[src/rtl/serial_pkg.sv]
// Shared definitions for the serial_tx arbiter: FSM encoding, id width and frame header layout.
package serial_pkg;

  localparam int unsigned ID_W        = 3;
  localparam int unsigned HDR_MAGIC_W = 16;
  localparam int unsigned HDR_ID_W    = 8;
  localparam int unsigned HDR_CNT_W   = 8;

  localparam logic [HDR_MAGIC_W-1:0] HDR_MAGIC = 16'h55AA;

  typedef enum logic [1:0] {
    ST_IDLE = 2'd0,
    ST_HEAD = 2'd1,
    ST_DATA = 2'd2,
    ST_GAP  = 2'd3
  } state_t;

  typedef struct packed {
    logic [HDR_MAGIC_W-1:0] magic;
    logic [HDR_ID_W-1:0]    id;
    logic [HDR_CNT_W-1:0]   cnt;
  } hdr_t;

  // Header word placed in front of every payload.
  function automatic hdr_t make_hdr(input logic [ID_W-1:0] id, input logic [HDR_CNT_W-1:0] cnt);
    hdr_t h;
    h.magic = HDR_MAGIC;
    h.id    = HDR_ID_W'(id);
    h.cnt   = cnt;
    return h;
  endfunction

endpackage

[src/rtl/rr_arbiter.sv]
// Round-robin requester selection: first asserted request at or after the pointer, wrapping.
module rr_arbiter
  import serial_pkg::*;
#(
  parameter int unsigned REQ_NUM = 4
) (
  input  logic [REQ_NUM-1:0] i_req,
  input  logic [ID_W-1:0]    i_ptr,
  output logic [REQ_NUM-1:0] o_grant,
  output logic [ID_W-1:0]    o_idx,
  output logic               o_any
);

  localparam int unsigned IW = (REQ_NUM > 1) ? $clog2(REQ_NUM) : 1;

  always_comb begin : p_search
    int unsigned k;
    k       = 0;
    o_grant = '0;
    o_idx   = '0;
    o_any   = 1'b0;
    for (int unsigned i = 0; i < REQ_NUM; i++) begin
      k = (32'(i_ptr) + i) % REQ_NUM;
      if (!o_any && i_req[IW'(k)]) begin
        o_any            = 1'b1;
        o_grant[IW'(k)]  = 1'b1;
        o_idx            = ID_W'(k);
      end
    end
  end

endmodule

[src/rtl/serial_tx_arb.sv]
// Arbitrates REQ_NUM word requesters onto one serializer port, framing each word as
// header + payload followed by IDLE_GAP idle cycles.
module serial_tx_arb
  import serial_pkg::*;
#(
  parameter real         TCQ        = 0.1,
  parameter int unsigned DATA_WIDTH = 32,
  parameter int unsigned REQ_NUM    = 4,
  parameter int unsigned IDLE_GAP   = 4
) (
  input  logic                          clk_i,
  input  logic                          rst_i,
  input  logic [REQ_NUM-1:0]            req_valid_i,
  input  logic [REQ_NUM*DATA_WIDTH-1:0] req_data_i,
  output logic [REQ_NUM-1:0]            req_ready_o,
  output logic                          tx_valid_o,
  output logic [DATA_WIDTH-1:0]         tx_data_o,
  input  logic                          tx_ready_i,
  output logic [ID_W-1:0]               grant_id_o,
  output logic                          busy_o
);

  localparam int unsigned GAP_W = 4;

  if (DATA_WIDTH != 32 || REQ_NUM < 2 || REQ_NUM > 8 || IDLE_GAP > 15 || TCQ < 0.0) begin : g_bad_param
    $error("serial_tx_arb: illegal parameter set");
  end

  state_t                r_state, w_state_nxt;
  logic [ID_W-1:0]       r_rr_ptr, r_grant_id, w_idx;
  logic [HDR_CNT_W-1:0]  r_frame_cnt;
  logic [DATA_WIDTH-1:0] r_payload, r_tx_data, w_sel_data;
  logic [GAP_W-1:0]      r_gap_cnt;
  logic [REQ_NUM-1:0]    w_grant;
  logic                  r_tx_valid, r_busy;
  logic                  w_any, w_accept, w_gap_last;

  rr_arbiter #(.REQ_NUM(REQ_NUM)) u_rr (
    .i_req   (req_valid_i),
    .i_ptr   (r_rr_ptr),
    .o_grant (w_grant),
    .o_idx   (w_idx),
    .o_any   (w_any)
  );

  // Accept strobe is combinational so the winner is taken in the grant cycle itself.
  assign w_accept    = (r_state == ST_IDLE) && w_any && !rst_i;
  assign req_ready_o = w_accept ? w_grant : '0;
  assign w_gap_last  = (r_gap_cnt == GAP_W'(IDLE_GAP - 1));

  assign tx_valid_o = r_tx_valid;
  assign tx_data_o  = r_tx_data;
  assign grant_id_o = r_grant_id;
  assign busy_o     = r_busy;

  always_comb begin
    w_sel_data = '0;
    for (int unsigned k = 0; k < REQ_NUM; k++) begin
      if (w_grant[k]) w_sel_data = w_sel_data | req_data_i[k*DATA_WIDTH +: DATA_WIDTH];
    end
  end

  always_comb begin
    w_state_nxt = r_state;
    unique case (r_state)
      ST_IDLE: if (w_any)      w_state_nxt = ST_HEAD;
      ST_HEAD: if (tx_ready_i) w_state_nxt = ST_DATA;
      ST_DATA: if (tx_ready_i) w_state_nxt = (IDLE_GAP == 0) ? ST_IDLE : ST_GAP;
      ST_GAP:  if (w_gap_last) w_state_nxt = ST_IDLE;
      default:                 w_state_nxt = ST_IDLE;
    endcase
  end

  always_ff @(posedge clk_i or posedge rst_i) begin
    if (rst_i) r_state <= ST_IDLE;
    else       r_state <= w_state_nxt;
  end

  // Outputs are registered from the next state so they line up with the FSM.
  always_ff @(posedge clk_i or posedge rst_i) begin
    if (rst_i) begin
      r_rr_ptr    <= '0;
      r_grant_id  <= '0;
      r_frame_cnt <= '0;
      r_payload   <= '0;
      r_tx_data   <= '0;
      r_gap_cnt   <= '0;
      r_tx_valid  <= 1'b0;
      r_busy      <= 1'b0;
    end else begin
      r_tx_valid <= (w_state_nxt == ST_HEAD) || (w_state_nxt == ST_DATA);
      r_busy     <= (w_state_nxt != ST_IDLE);
      if (w_accept) begin
        r_payload  <= w_sel_data;
        r_grant_id <= w_idx;
        r_rr_ptr   <= ID_W'((32'(w_idx) + 32'd1) % REQ_NUM);
        r_tx_data  <= DATA_WIDTH'(make_hdr(w_idx, r_frame_cnt));
      end
      if (r_state == ST_HEAD && tx_ready_i) r_tx_data <= r_payload;
      if (r_state == ST_DATA && tx_ready_i) r_frame_cnt <= r_frame_cnt + 1'b1;
      if (r_state == ST_GAP) r_gap_cnt <= w_gap_last ? '0 : r_gap_cnt + 1'b1;
    end
  end

endmodule

[config.mk]
export PLATFORM = sky130hd
export DESIGN_NAME = serial_tx_arb
export DESIGN_NICKNAME = d
export VERILOG_FILES = /design/src/rtl/serial_pkg.sv /design/src/rtl/rr_arbiter.sv /design/src/rtl/serial_tx_arb.sv
export SDC_FILE = /design/constraint.sdc
export NUM_CORES = 1
export LEC_CHECK = 0
export CELL_PAD_IN_SITES_DETAIL_PLACEMENT = 0
export CELL_PAD_IN_SITES_GLOBAL_PLACEMENT = 1
export CORE_MARGIN = 5
export CORE_UTILIZATION = 35
export CTS_BUF_LIST = sky130_fd_sc_hd__clkbuf_2 sky130_fd_sc_hd__clkbuf_4 sky130_fd_sc_hd__clkbuf_8
export DETAILED_ROUTE_END_ITERATION = 8
export GPL_TIMING_DRIVEN = 0
export PLACE_DENSITY_LB_ADDON = 0.1
export SLEW_MARGIN = 15
export SYNTH_ARGS = -nofsm -noshare
export SYNTH_HDL_FRONTEND = slang
export SYNTH_SLANG_ARGS = --single-unit
[constraint.sdc]
create_clock -name clk_i -period 10.65 [get_ports clk_i]
set_input_delay 2.13 -clock clk_i [delete_from_list [all_inputs] [get_ports clk_i]]
set_output_delay 2.13 -clock clk_i [all_outputs]
set_load 0.05 [all_outputs]
**After elaboration in Yosys (flattened, before gate mapping)**

Cells that the tools add are included.

- Output and inout port bits: 41
- Logic and storage cells: 95
- Memory bits (writable): 0
- Latch bits: 0
- Memories: 0
- Input port bits: 135
- ROM bits: 0
- Flip-flop bits (word level): 85

- Multiply operators: 0
- Add/subtract/negate cells: 6
- Shift operators: 0
- Reductions and logical operators: 19
- Mux-type cells: 41
- $lt $le $gt $ge: 8
- Equality and inequality tests: 6
- Div/mod/pow operators: 0
- Bitwise logic cells: 6

Operators with widths:

| operator | count |
|---|---|
| 32-bit 2-to-1 mux | 6 |
| 32-bit OR | 3 |
| 4-bit 2-to-1 mux | 6 |
| 2-bit by 3-bit < comparator with 1-bit output (second input constant) | 4 |
| 1-bit 2-to-1 mux | 12 |
| 4-bit OR | 3 |
| 1-bit logical AND | 11 |
| 2-bit 2-to-1 mux | 5 |
| 3-bit 2-to-1 mux | 3 |
| 8-bit by 1-bit adder with 8-bit output (second input constant) | 1 |
| 1-bit binary-select mux with 2-bit select | 4 |
| 1-bit demux with 2-bit select | 4 |
| 2-bit by 1-bit greater-or-equal comparator with 1-bit output (second input constant) | 4 |
| 2-bit one-hot mux with 4 select lines | 1 |
| 2-bit == test (second input constant) | 3 |
| 2-bit by 1-bit adder with 2-bit output (second input constant) | 2 |
| 2-bit adder (second input constant) | 2 |
| 4-bit by 1-bit adder with 4-bit output (second input constant) | 1 |
| 2-bit by 1-bit == test with 1-bit output (second input constant) | 2 |
| 4-bit by 2-bit == test with 1-bit output (second input constant) | 1 |
| 1-bit logical NOT | 4 |
| 2-bit nonzero test | 2 |
| 2-bit logical NOT | 1 |
| 1-bit logical OR | 1 |

**Depth between registers and ports, before layout**

Gate-level depths: netlist of the first run.

- Depth after elaboration: 19
- Gate-level depth with buffers: 13
- Depth with buffers taken out: 8

**Cells and area by module**

A second synthesis of the first run with hierarchy kept.

- Cell total of the unflattened synthesis: 425
- Area total of the unflattened synthesis: 4395.5 µm²

Modules (own cells, without submodules):

| module | times used | sequential area each (µm²) | area an instance (µm²) | cells each |
|---|---|---|---|---|
| serial_tx_arb | 1 | 2127.0 | 3965.1 | 378 |
| rr_arbiter | 1 | 0.0 | 430.4 | 47 |

**Worst setup path after synthesis of the first run**

OpenSTA, ideal clock, no wires.

- Path type: input port to output port
- From: input port rst_i
- To: output port req_ready_o[0]
- Cell stages on the path: 5
- Arrival time: 5.252 ns
- Required time: 8.520 ns
- Path buffers: 2
- Slack: 3.268 ns
- Cell sequence: inv_1 -> nand2_1 -> buf_2 -> buf_1 -> nor2_1

- Word-level cells in the longest chain between the ends: 3

RTL lines:

| item | RTL line | source |
|---|---|---|
| from (decl) | serial_tx_arb.sv:12 | `input logic rst_i,` |
| 1-bit logical NOT (no line) | - |  |
| 1-bit logical AND | serial_tx_arb.sv:47 | `assign w_accept = (r_state == ST_IDLE) && w_any && !rst_i;` |
| 4-bit 2-to-1 mux | serial_tx_arb.sv:48 | `assign req_ready_o = w_accept ? w_grant : '0;` |
| to (decl) | serial_tx_arb.sv:15 | `output logic [REQ_NUM-1:0] req_ready_o,` |

Every way passes these cells.

**Final worst setup path of the first run**

- From: input port req_valid_i[1]
- To: output port req_ready_o[1]

- Word-level cells in the longest chain between the ends: 15
- Elaborated cells on any way between the ends: 28

RTL lines:

| item | RTL line | source |
|---|---|---|
| from (decl) | serial_tx_arb.sv:13 | `input logic [REQ_NUM-1:0] req_valid_i,` |
| 1-bit binary-select mux with 2-bit select | rr_arbiter.sv:24 | `if (!o_any && i_req[IW'(k)]) begin` |
| 1-bit 2-to-1 mux (not written as such) | rr_arbiter.sv:24 |  |
| 1-bit 2-to-1 mux | rr_arbiter.sv:24 |  |
| 1-bit logical NOT | rr_arbiter.sv:24 |  |
| 1-bit logical AND | rr_arbiter.sv:24 |  |
| 1-bit 2-to-1 mux | rr_arbiter.sv:24 |  |
| 1-bit logical NOT | rr_arbiter.sv:24 |  |
| 1-bit logical AND | rr_arbiter.sv:24 |  |
| 1-bit 2-to-1 mux | rr_arbiter.sv:24 |  |
| 1-bit logical NOT | rr_arbiter.sv:24 |  |
| 1-bit logical AND | rr_arbiter.sv:24 |  |
| 1-bit 2-to-1 mux | rr_arbiter.sv:24 |  |
| 1-bit logical AND (2 in a row) | serial_tx_arb.sv:47 |  |
| 4-bit 2-to-1 mux * | serial_tx_arb.sv:48 |  |

Every way passes the cells marked *; elsewhere a longest branch is shown, timed or not. The select of a mux whose other input is x is not followed.

==> reports/qor.yml, run 1 <==
hold_path:
  hold_start: "r_frame_cnt[7]$_DFFE_PP0P_"
  whs_path_depth: 1
  holdPathEnd: "r_frame_cnt[7]$_DFFE_PP0P_"
  hp-class: "register to register"
drt:
  drc: 0
  ant_nets: 0
  vias: 5862
  drt-initial-drc-count: 665
  vias_per_cell: 5.90
  dr.pass1.iters: 6
  wl_per_cell_um: 20.7
  routed_wl_um: 20600
place:
  hpwl_um: 15300
  place.gp.congestion: 0.867
  io_buffers: 174
synth:
  synth_top_area_share_pct: 39.2
  async_flop_share_pct: 100
  yosysUniqueCellTypes: 55
  synthAdderAreaFrac_pct: 2.10
  syn_avg_cell_area_sq_um: 8.74
  synthTopCellsByCount: "nor2_1, nand2_1, dfrtp_1"
  syn_inst: 614
  synthXorXnorAreaFrac_pct: 1.47
  yosysMostFrequentCell: "nor2_1"
  syn_area_sq_um: 5360
  ys_dominant_reg_cell: "dfrtp_1"
  synth.area.top_cells: "dfrtp_1, nor2_1, a22oi_2, nand2_1, a222oi_1"
  synth_compound_area_share_pct: 31.2
  synth-seq-area-share_pct: 39.2
  synth_top_area_cell: "dfrtp_1"
  synth_edf_count: 0
  ys_ff_latch: 84
  yosys.area_share.simple_pct: 17.9
  synth.area.mux_share_pct: 2.24
  synth_nets: 758
  synth_top_family_by_area: "compound AO/OA/AOI/OAI gates"
  synth_warnings: 0
run:
  max-cap-violations: 0
critical_path:
  required_ns: 8.52
  r2r-start: "r_rr_ptr[0]$_DFFE_PP0P_"
  critPathTopFamily: "buffers and inverters"
  cp_cell_sequence: "clkdlybuf4s50_1 -> mux2i_1 -> mux2_2 -> or2_1 -> clkbuf_1 -> clkbuf_1 -> a22oi_1 -> nor2_1 -> clkdlybuf4s50_1"
  path_max_fanout: 10
  slowest_delay_ns: 0.83
  start_kind: "input pin"
  crit_buf_inv: 4
  cp-end-kind: "output pin"
  reg2reg_slack_ns: 6.97
  rr_endpoint: "r_payload[14]$_DFFE_PP0P_"
  crit_type: "input pin to output pin"
  cp.arrival_ns: 5.41
  worstRegToRegCells: 13
  cp_slowest_cell: "clkdlybuf4s50_1"
clock_network:
  holdBufCountCts: 0
  cts-root-buf: "clkbuf_8"
  clk_pin_slew_ns: 0.08
  cts.sinks: 84
  worstSkewPairLatency_ns: 0.38
  htreeDepth: 3
  clk_path_buf_depth: 2
  post_cts_resized: 0
  post_cts_buffers: 0
  cts_tree: "yes"
  cts_buffers: 9
power:
  power-per-cell-area_nw_per_um2: 288
  switchingPower_w: 0.00111
  p_clk_share_pct: 10.3
  combPwrFrac_pct: 64.1
  p_leak_nw: 2.84
  p_sw_share_pct: 50.9
  ir_drop_mv: 0.104
  pwr-share-seq_pct: 25.7
  p_int_w: 0.00107
floorplan:
  die-width_um: 134
  initial_core_util_pct: 35.5
  std_cell_rows: 45
  die-height_um: 134
  pin_count: 176
  die_area_sq_um: 17900
  design.core.area_sq_um: 15100
sta:
  slew_headroom_pct: 50.8
  period_needed_ns: 7.54
  hold_viol_final: 0
  max_freq_ghz: 0.133
  setup_viol: 0
  worst_pin_slew_ns: 0.735
  finalSetupTns_ns: 0
  rsz0062_at_grt: "false"
  drv_slew: 0
  period_share_pct: 70.8
  clock_skew_ns: 0.00915
final_layout:
  multi_input_area_sq_um: 2950
  drive_above_1_share_pct: 9.33
  seqCellArea_sq_um: 2100
  final_util_pct: 50.1
  areaGrowthSynthToFinish_pct: 40.8
  nFillCells: 1460
  fin_nets: 944
global_route:
  grt.total_usage_pct: 22.5
  grt_pass1_wl_um: 32100
  grt_max_degree: 50
  antenna_found_initial: 1
  grt-ovfl-total: 0
  grt_pass1_vias: 5834
run_status:
  outcome: "completed"
==> placed cells by master, fill, tap and decap left out, types with 3 or more instances in the layout <==
| master | Yosys | final |
|---|---|---|
| nand3b_1 | 3 | 3 |
| o21ai_0 | 20 | 20 |
| nand4_1 | 3 | 3 |
| xnor2_1 | 5 | 5 |
| a311oi_1 | 31 | 31 |
| buf_1 | 4 | 4 |
| and3b_1 | 3 | 3 |
| inv_1 | 10 | 9 |
| mux2i_1 | 5 | 5 |
| buf_6 | 4 | 4 |
| nor3_1 | 4 | 4 |
| a22oi_2 | 29 | 29 |
| nor2_1 | 103 | 103 |
| a31oi_1 | 43 | 43 |
| ha_1 | 9 | 9 |
| o21a_1 | 3 | 3 |
| nand3_1 | 3 | 3 |
| buf_2 | 9 | 9 |
| a222oi_1 | 32 | 32 |
| clkbuf_8 | 0 | 11 |
| clkdlybuf4s50_1 | 0 | 174 |
| a21oi_1 | 15 | 15 |
| xor2_1 | 4 | 4 |
| nand2b_1 | 4 | 4 |
| nor3b_1 | 5 | 5 |
| dfrtp_1 | 84 | 84 |
| mux2_2 | 3 | 3 |
| clkbuf_1 | 44 | 44 |
| o21ai_1 | 5 | 5 |
| a22oi_1 | 4 | 4 |
| nand2_1 | 91 | 91 |
==> sequential cells by signal (all words and copies together), names as in the netlist <==
name         cells
r_payload       32
grant_id_o       2
r_state          2
busy_o           1
r_frame_cnt      8
tx_data_o       32
tx_valid_o       1
r_gap_cnt        4
r_rr_ptr         2
==> worst reg2reg max path, delay by kind of cell, from the launching register on <==
| family | cells | cell delay (ns) |
|---|---|---|
| AND/OR/NAND/NOR | 2 | 0.21 |
| AO/OA/AOI/OAI | 4 | 0.68 |
| adder cells (fa/ha/maj) | 1 | 0.39 |
| flip-flops | 1 | 0.44 |
| buffers and inverters | 6 | 1.82 |
==> area by class of cell <==
cell class                      instances  share of cell area, %
Inverter                               10                  0.530
Clock buffer                           12                   2.10
Sequential cell                        84                   27.8
Multi-Input combinational cell        458                   39.0
Clock inverter                          3                  0.282
Tap cell                              188                   3.11
Timing Repair Buffer                  175                   23.4
Antenna cell                            1                 0.0331
Buffer                                 62                   3.68
==> metrics by stage <==
| stage | power (W) | instances | area [sq um] | worst slack [ns] | hold WS (ns) |
|---|---|---|---|---|---|
| after CTS | 0.00218 | 992 | 7550 | 3.08 | 0.482 |
| final | 0.00217 | 993 | 7550 | 3.11 | 0.484 |
| after global routing | 0.00232 | 993 | 7550 | 2.88 | 0.491 |
| after global placement | 0.00193 | 976 | 7340 | 1.27 | 0.464 |
| after detailed placement | 0.00195 | 977 | 7370 | 3.09 | 0.465 |
| after floorplan | 0.00149 | 614 | 5360 | 3.27 | 0.445 |
==> how the worst max path moves through the flow <==
stage	end	cells past startpoint	startpoint
2_1_floorplan	req_ready_o[0]	5	rst_i
3_3_place_gp	req_ready_o[0]	7	rst_i
3_5_place_dp	req_ready_o[1]	10	req_valid_i[3]
4_1_cts	req_ready_o[1]	10	req_valid_i[3]
5_1_grt	req_ready_o[1]	9	req_valid_i[1]
6_report	req_ready_o[1]	9	req_valid_i[1]
==> per-layer routing <==
| metal | GRT usage, % | part of all wire, % | wire length, um | up-vias |
|---|---|---|---|---|
| met5 | 0 | 0 | 0 | - |
| met4 | 8.40 | 2.2 | 442 | 0 |
| met3 | 5.70 | 9.5 | 1940 | 28 |
| met2 | 35.3 | 46 | 9440 | 304 |
| met1 | 30.0 | 42 | 8730 | 2861 |
| li1 | - | - | - | 2669 |
==> power groups by stage <==
stage | combinational [W] | sequential [W] | clock [W]
global placement | 0.00137 | 0.000560 | 0
finish | 0.00139 | 0.000558 | 0.000223
detailed placement | 0.00139 | 0.000565 | 0
floorplan | 0.000748 | 0.000746 | 0
CTS | 0.00139 | 0.000559 | 0.000228
global route | 0.00150 | 0.000573 | 0.000242
==> logic make-up after synthesis <==
| logic type | after synthesis |
|---|---|
| buf+inv | 72 |
| compound gates | 201 |
| fa+ha+maj | 9 |
| mux | 10 |
| simple gates | 228 |
| other cells | 1 |
| xor+xnor | 9 |
| flops | 84 |
Note: power is estimated with default switching activity, not from simulation.
==> run 2: changes to the inputs <==
Clock period 10.65 ns to 7.7 ns, I/O delays scaled along.
==> results of run 2 <==
Same layout as run 1 (identical final DEF). Status: completed.
Main changes from that run: setup slack after placement 3.09 ns -> 1.32 ns; setup slack after layout 3.11 ns -> 1.34 ns; register-to-register setup slack 6.97 ns -> 4.02 ns; total power 0.00217 W -> 0.00301 W; worst IR drop on VDD 0.104 mV -> 0.144 mV
